**config.mk**
```make
export PLATFORM = sky130hd
export DESIGN_NAME = ccff_chain_loader
export DESIGN_NICKNAME = d
export VERILOG_FILES = /design/src/rtl/ccff_chain_loader.sv
export SDC_FILE = /design/constraint.sdc
export NUM_CORES = 1
export LEC_CHECK = 0
export BUFFER_PORTS_ARGS = -buffer_cell sky130_fd_sc_hd__buf_2
export CORE_ASPECT_RATIO = 1.1
export CORE_MARGIN = 2
export CORE_UTILIZATION = 52
export CTS_CLUSTER_SIZE = 25
export DETAILED_ROUTE_END_ITERATION = 10
export PLACE_DENSITY = 0.76
export SYNTH_ARGS = -nofsm -noshare
export SYNTH_HDL_FRONTEND = slang
export SYNTH_SLANG_ARGS = --single-unit
```
**constraint.sdc**
```tcl
create_clock -name prog_clk -period 2.8 [get_ports prog_clk]
set_clock_uncertainty 0.15 [all_clocks]
set_input_delay 0.14 -clock prog_clk [delete_from_list [all_inputs] [get_ports prog_clk]]
set_output_delay 0.14 -clock prog_clk [all_outputs]
set_load 0.005 [all_outputs]
```
**src/rtl/ccff_chain_loader.sv**
```systemverilog
// Host-side loader: serializes valid/ready bitstream words MSB-first onto a configuration chain.
// Defining CCFF_CHAIN_LOADER_READBACK_EN adds rb_data/rb_valid, which capture ccff_tail during shifting.
//
// state     | meaning
// IDLE      | waiting for start
// WAIT_WORD | word_ready high, waiting for the next bitstream word
// SHIFT     | drives one bit of the held word onto the chain per cycle
// DONE      | last bit is on the chain inputs; done pulses on the way back to IDLE
module ccff_chain_loader #(
    parameter int WORD_WIDTH = 32,
    parameter int CHAIN_LEN  = 1024,
    parameter int CNT_WIDTH  = $clog2(CHAIN_LEN + 1)
) (
    input  logic                  prog_clk,
    input  logic                  pReset,
    input  logic                  start,
    input  logic                  abort,
    input  logic [WORD_WIDTH-1:0] word_data,
    input  logic                  word_valid,
    output logic                  word_ready,
    output logic                  ccff_head,
    output logic                  config_enable,
    input  logic                  ccff_tail,
    output logic                  busy,
    output logic                  done,
    output logic [CNT_WIDTH-1:0]  bit_count
`ifdef CCFF_CHAIN_LOADER_READBACK_EN
    ,
    output logic [WORD_WIDTH-1:0] rb_data,
    output logic                  rb_valid
`endif
);

    typedef enum logic [1:0] {IDLE, WAIT_WORD, SHIFT, DONE} state_t;

    localparam int                   KW       = $clog2(WORD_WIDTH);
    localparam logic [KW-1:0]        K_LAST   = KW'(WORD_WIDTH - 1);
    localparam logic [CNT_WIDTH-1:0] CNT_LAST = CNT_WIDTH'(CHAIN_LEN);

    state_t                state_q, state_d;
    logic [WORD_WIDTH-1:0] sreg_q, sreg_d;
    logic [KW-1:0]         k_q, k_d;
    logic                  head_q, head_d;
    logic                  enable_q, enable_d;
    logic                  done_q, done_d;
    logic                  busy_q, busy_d;
    logic [CNT_WIDTH-1:0]  cnt_q, cnt_d;
    logic [CNT_WIDTH-1:0]  cnt_inc;
    logic                  abort_hit;

    assign abort_hit = abort && (state_q != IDLE);

    always_comb begin
        state_d  = state_q;
        sreg_d   = sreg_q;
        k_d      = k_q;
        head_d   = head_q;
        enable_d = 1'b0;
        done_d   = 1'b0;
        cnt_d    = cnt_q;
        cnt_inc  = cnt_q + 1'b1;
        if (abort_hit) begin
            state_d = IDLE;
        end else begin
            case (state_q)
                IDLE: begin
                    if (start) begin
                        cnt_d   = '0;
                        state_d = WAIT_WORD;
                    end
                end
                WAIT_WORD: begin
                    if (word_valid) begin
                        sreg_d  = word_data;
                        k_d     = '0;
                        state_d = SHIFT;
                    end
                end
                SHIFT: begin
                    head_d   = sreg_q[K_LAST - k_q];
                    enable_d = 1'b1;
                    cnt_d    = cnt_inc;
                    // Reaching the chain length wins over the word boundary, dropping unused low bits.
                    if (cnt_inc == CNT_LAST) begin
                        state_d = DONE;
                    end else if (k_q == K_LAST) begin
                        state_d = WAIT_WORD;
                    end else begin
                        k_d = k_q + 1'b1;
                    end
                end
                DONE: begin
                    done_d  = 1'b1;
                    state_d = IDLE;
                end
                default: state_d = IDLE;
            endcase
        end
        // busy stays up through the done pulse so it falls the cycle after done.
        busy_d = (state_d != IDLE) || done_d;
    end

    always_ff @(posedge prog_clk) begin
        if (pReset) begin
            state_q  <= IDLE;
            sreg_q   <= '0;
            k_q      <= '0;
            head_q   <= 1'b0;
            enable_q <= 1'b0;
            done_q   <= 1'b0;
            busy_q   <= 1'b0;
            cnt_q    <= '0;
        end else begin
            state_q  <= state_d;
            sreg_q   <= sreg_d;
            k_q      <= k_d;
            head_q   <= head_d;
            enable_q <= enable_d;
            done_q   <= done_d;
            busy_q   <= busy_d;
            cnt_q    <= cnt_d;
        end
    end

    assign word_ready    = (state_q == WAIT_WORD);
    assign ccff_head     = head_q;
    assign config_enable = enable_q;
    assign busy          = busy_q;
    assign done          = done_q;
    assign bit_count     = cnt_q;

`ifdef CCFF_CHAIN_LOADER_READBACK_EN
    logic [WORD_WIDTH-1:0] rb_sreg_q, rb_sreg_d;
    logic [WORD_WIDTH-1:0] rb_data_q, rb_data_d;
    logic [KW-1:0]         rb_idx_q, rb_idx_d;
    logic                  rb_valid_q, rb_valid_d;

    // The chain shifts on the same edge, so ccff_tail here is its previous content.
    always_comb begin
        rb_sreg_d  = rb_sreg_q;
        rb_idx_d   = rb_idx_q;
        rb_data_d  = rb_data_q;
        rb_valid_d = 1'b0;
        if (abort_hit) begin
            rb_sreg_d = '0;
            rb_idx_d  = '0;
        end else if (enable_q) begin
            rb_sreg_d[K_LAST - rb_idx_q] = ccff_tail;
            if ((rb_idx_q == K_LAST) || (cnt_q == CNT_LAST)) begin
                rb_data_d  = rb_sreg_d;
                rb_valid_d = 1'b1;
                rb_sreg_d  = '0;
                rb_idx_d   = '0;
            end else begin
                rb_idx_d = rb_idx_q + 1'b1;
            end
        end
    end

    always_ff @(posedge prog_clk) begin
        if (pReset) begin
            rb_sreg_q  <= '0;
            rb_data_q  <= '0;
            rb_idx_q   <= '0;
            rb_valid_q <= 1'b0;
        end else begin
            rb_sreg_q  <= rb_sreg_d;
            rb_data_q  <= rb_data_d;
            rb_idx_q   <= rb_idx_d;
            rb_valid_q <= rb_valid_d;
        end
    end

    assign rb_data  = rb_data_q;
    assign rb_valid = rb_valid_q;
`else
    logic unused_tail;
    assign unused_tail = ccff_tail;
`endif

endmodule

```
==> impl_metrics.toml, run 1 <==
[clocking]
htree_levels = 2
cts_buffers = 5
cts_tree = "done"
ctsResizeCount = 0
clk_pin_slew_ns = 0.09
postCtsSetupRepairBufs = 0
cts.sinks = 54
worstSkewPairLatency_ns = 0.30
clockRootBuffer = "clkbuf_8"
clock_path_buffers = 2
cts_hold_buffers = 33

[placed_design]
place.gp.congestion = 0.8558
port_buffers = 52
placed_cell_area_um2 = 2959
numPlacedInstances = 413
detailed_place_hpwl_um = 3954

[synthesis]
yosysMostFrequentCell = "nand2_1"
ys_seq_area_share_pct = 40.26
yosys_warnings = 0
synthTopCellsByArea = "dfxtp_1 40%, nand2_1 9.9%, a21oi_1 8.9%"
synth_largest_area_cell = "dfxtp_1"
synth_common_cells = "71 x nand2_1, 54 x dfxtp_1, 48 x a21oi_1"
synth_seq_cells = 54
netlist.area_leader.share_pct = 40.26
async_flop_share_pct = 0
postSynthCellCount = 318
synth_nets = 360
synth.avg_cell_area_um2 = 8.444
ys.flop_type = "dfxtp_1"
synth_enable_flop_cells = 0
synthDistinctLibCells = 49
syn-cell-area_um2 = 2685

[power_and_ir_drop]
ir_drop_v = 0.0003801
power_density_nw_per_um2 = 426.3
leakage_nw = 1.316

[timing]
fin_tns_setup_ns = 0
drv_slew = 0
setup_viol = 0
relSlewSlack_pct = 51.38
rsz0062_at_grt = "false"
post-route-min-period_ns = 2.537
fmax_mhz = 394.2
fin_crit_sh_pct = 90.60
final_hold_viol_count = 0
tightest_slew_ns = 0.7294

[detailed_routing]
totalWireLength_um = 6162
firstDrtPassIters = 4
ant_nets = 0
wl_per_cell_um = 13.60
num_vias = 2476
drc = 0
vias_per_cell = 5.466
drt_iter0_drc = 160

[grt]
grt_max_degree = 40
grt_pass1_vias = 2361
grt-ovfl-total = 0
grt_pass1_wl_um = 10670
grt_antenna_before_repair = 0
grt_usage_pct = 23.05

[setup_path]
worst-setup-path-type = "flip-flop to flip-flop"
end_kind = "flip-flop"
cpMaxStageDelayCell = "dfxtp_1"
path_cells = "nand4_4 -> or4_1 -> a22o_1 -> o31a_1 -> o211ai_1 -> a21oi_1"
path_max_fanout = 11
start_kind = "flip-flop"
critPathRequiredTime_ns = 2.81
cp_data_arrival_time_ns = 2.54
cpPeakStageDelay_ns = 0.57
r2r_cells = 6

[hold_path]
min_path_cells = 2
hold_path.class = "input port to flip-flop"

[finish]
area_delta_synth_final_pct = 26.70
final_cell_area_um2 = 3402
fin_cells = 453
drive_gt1_share_pct = 22.53
fillers = 404
final_nets = 437
num_antenna_cells = 0

[die]
dieArea_um2 = 5755
core_um2 = 5000
num_rows = 27
start_util_pct = 53.70
die_y_um = 79.37
ios = 54
die_w_um = 72.52

[flow_run]
maxCapViolations = 0

[status]
status = "completed"
==> layout make-up <==
class	count	area, µm²	share of cell area (%)
clock buffers	6	82.58	2.427
clock inverters	1	30.03	0.8827
inverters	3	11.26	0.3310
multi-input cells	235	1451	42.66
flip-flops and latches	54	1081	31.78
well taps	58	72.57	2.133
repair buffers	96	673.1	19.79
==> layout by cell type (no fill, tap or decap), types with 3 or more instances in the layout <==
cell           synthesis  routed
dfxtp_1               54      54
a21oi_1               48      48
buf_2                  3      52
nand2_1               71      71
dlygate4sd3_1          0      33
and3_1                 4       4
nand2b_1               4       4
inv_1                  3       3
nor3_1                 4       4
o21ai_0               10      10
ha_1                   4       4
nor2_1                25      25
clkbuf_8               0       6
mux4_2                10      10
buf_4                  3      11
nand3_1               12      12
==> worst max-delay path, delay by kind of cell, from the launching register on <==
kind | cells | cell delay [ns]
AND/OR/NAND/NOR | 2 | 0.68
flip-flops | 1 | 0.57
AO/OA/AOI/OAI | 4 | 1.00
==> report_power, final <==
group	internal [W]	switching, W
clock network	0.000286	0.000237
logic	0.0000765	0.0000610
registers	0.000780	0.00000906
total	0.00114	0.000307
==> layer usage <==
metal | part of all wire, % | vias to the layer above | GRT usage, % | wire length [µm]
met2 | 54 | 46 | 41.74 | 3328
met4 | 1.3 | 0 | 5.741 | 79
met5 | 0 | - | 0 | 0
met3 | 2.6 | 9 | 3.680 | 161
li1 | - | 1263 | - | -
met1 | 42 | 1158 | 28.30 | 2593
==> sequential cells by signal (all words and copies together), names as in the netlist <==
signal and flops:
k_q 5, config_enable 1, done 1, sreg_q 32, busy 1, state_q 2
ccff_head 1, bit_count 11
==> cell families (layout without fill, tap and decap cells) <==
| family | Yosys count | after routing | share of synthesized area [%] |
|---|---|---|---|
| AO/OA/AOI/OAI | 76 | 76 | 16.82 |
| XOR/XNOR | 4 | 4 | 1.305 |
| adder cells (fa/ha/maj) | 4 | 4 | 1.864 |
| buffers and inverters | 29 | 106 | 6.244 |
| flip-flops | 54 | 54 | 40.26 |
| multiplexers | 13 | 13 | 9.553 |
| AND/OR/NAND/NOR | 138 | 138 | 23.95 |
==> stage by stage <==
stage / utilization, % / total power, W / hold slack, ns / setup slack (ns)
detailed placement: 59.18 / 0.0009070 / 0.2360 / 0.3014
finish: 68.04 / 0.001450 / 0.01155 / 0.2632
global route: 68.04 / 0.001509 / 0.03975 / 0.1404
floorplan: - / 0.0008641 / 0.1260 / 0.4464
CTS: 68.04 / 0.001458 / 0.01414 / 0.2853
global placement: 59.18 / 0.0009042 / 0.2306 / 0.3869
==> path summary, 6_finish.rpt <==
path           startpoint         end  slack, ns
min                 abort        done       0.01
max          bit_count[3]      k_q[4]       0.26
min reg2reg    sreg_q[23]  sreg_q[23]       0.31
max reg2reg  bit_count[3]      k_q[4]       0.26
No activity file was read; power rests on OpenSTA's default activity.
==> run 2: changes to the inputs <==
==> constraint.sdc (replaced) <==
create_clock -name prog_clk -period 2.8 [get_ports prog_clk]
set_clock_uncertainty 0.15 [all_clocks]
set_input_delay 0.56 -clock prog_clk [delete_from_list [all_inputs] [get_ports prog_clk]]
set_output_delay 0.56 -clock prog_clk [all_outputs]
set_load 0.005 [all_outputs]
==> impl_metrics.toml, run 2 (synthesis results as in run 1) <==
[grt]
grt_pass1_vias = 2107
grt_pass1_wl_um = 9453
grt_usage_pct = 20.64
grt_antenna_before_repair = 0
grt_max_degree = 38
grt-ovfl-total = 0

[timing]
tightest_slew_ns = 0.6792
fmax_mhz = 400.3
final_hold_viol_count = 0
rsz0062_at_grt = "false"
drv_slew = 0
relSlewSlack_pct = 54.72
setup_ws_ns = 0.3017
post-route-min-period_ns = 2.498
fin_crit_sh_pct = 89.23
setup_viol = 0
fin_tns_setup_ns = 0

[power_and_ir_drop]
p_switching_w = 0.0003013
intPower_w = 0.0009951
p_clk_share_pct = 31.5
ir_drop_v = 0.0003180
leakage_nw = 1.159
pwr-share-comb_pct = 7.6
p_sw_share_pct = 23.24
power_density_nw_per_um2 = 427.8
seq_power_share_pct = 60.8

[placed_design]
placed_cell_area_um2 = 2952
detailed_place_hpwl_um = 3871
dp_slack_ns = 0.3064
port_buffers = 52
place.gp.congestion = 0.7719

[clocking]
cts_hold_buffers = 0
clockRootBuffer = "clkbuf_8"
clock_path_buffers = 2
ctsResizeCount = 0
cts.sinks = 54
postCtsSetupRepairBufs = 0
cts_tree = "done"
htree_levels = 2
cts_buffers = 5
clk_pin_slew_ns = 0.09
worstSkewPairLatency_ns = 0.30

[setup_path]
start_kind = "flip-flop"
critPathRequiredTime_ns = 2.80
path_max_fanout = 11
cp_data_arrival_time_ns = 2.50
worst-setup-path-type = "flip-flop to flip-flop"
end_kind = "flip-flop"

[finish]
final_common_cell = "nand2_1"
regMostFlops = "sreg_q"
largest_reg_flops = 32
drive_gt1_share_pct = 24.38
num_antenna_cells = 0
fillers = 481
final_cell_area_um2 = 3030
final_cell_mix = "71 x nand2_1, 54 x dfxtp_1, 52 x buf_2, 48 x a21oi_1, 25 x nor2_1"
final_nets = 403
area_delta_synth_final_pct = 12.86

[die]
num_rows = 27
dieArea_um2 = 5755
core_um2 = 5000
die_y_um = 79.37
die_w_um = 72.52
ios = 54
start_util_pct = 53.70

[detailed_routing]
ant_nets = 0
drt_iter0_drc = 111
wl_per_cell_um = 13.14
drc = 3
num_vias = 2302
vias_per_cell = 5.494
firstDrtPassIters = 7
totalWireLength_um = 5504

[status]
status = "finished, violations left"
violations = "DRC"

[flow_run]
maxCapViolations = 0

[hold_path]
hold_path.class = "flip-flop to flip-flop"
==> run 2: cell count changes in the layout (fill, tap and decap cells not counted), sizes merged <==
cell,before,now
clkbuf,6,5
dlygate4sd3,33,0
clkinv,0,2
buf,63,62
bufinv,1,0
==> run 2: worst paths after layout <==
check | cells after the start | end | start | slack (ns)
max reg2reg | 6 | k_q[4] | bit_count[3] | 0.30
max | 6 | k_q[4] | bit_count[3] | 0.30
min reg2reg | 2 | sreg_q[29] | sreg_q[29] | 0.31
min | 2 | sreg_q[29] | sreg_q[29] | 0.31
==> run 2: metal layers <==
metal,GRT usage [%],vias up,routed length [µm]
li1,-,1197,-
met1,25.80,1046,2430
met2,34.95,51,2789
met3,3.680,8,191
met4,8.333,0,93
met5,0,-,0
==> run 2: power by group through the flow <==
stage	clock network [W]	logic (W)	registers, W
2_1_floorplan	0	0.0000613	0.000803
3_3_place_gp	0	0.0000982	0.000806
3_5_place_dp	0	0.0000996	0.000807
4_1_cts	0.000421	0.000100	0.000789
5_1_grt	0.000454	0.000113	0.000791
6_report	0.000409	0.0000989	0.000789
==> run 2: cell type report <==
type | count | area [µm²] | area share (%)
Timing Repair Buffer | 62 | 335.3 | 11.07
Clock buffer | 5 | 68.82 | 2.271
Clock inverter | 2 | 10.01 | 0.3303
Tap cell | 58 | 72.57 | 2.395
Sequential cell | 54 | 1081 | 35.67
Inverter | 3 | 11.26 | 0.3716
Multi-Input combinational cell | 235 | 1451 | 47.89
==> run 2: per-stage QoR <==
stage | power [W] | std cells | utilization (%) | hold slack [ns]
after floorplan | 0.0008641 | 318 | - | 0.2831
after global placement | 0.0009041 | 412 | 59.03 | 0.2897
after detailed placement | 0.0009065 | 412 | 59.03 | 0.2969
after CTS | 0.001310 | 419 | 60.61 | 0.3098
after global routing | 0.001357 | 419 | 60.61 | 0.3276
final | 0.001296 | 419 | 60.61 | 0.3068
==> run 2: worst max-delay path, cell delays in order (launching register included) <==
cell	delay (ns)
dfxtp_1	0.58
nand4_4	0.15
or4_1	0.52
a22o_1	0.29
o31a_1	0.39
o211ai_1	0.18
a21oi_1	0.09
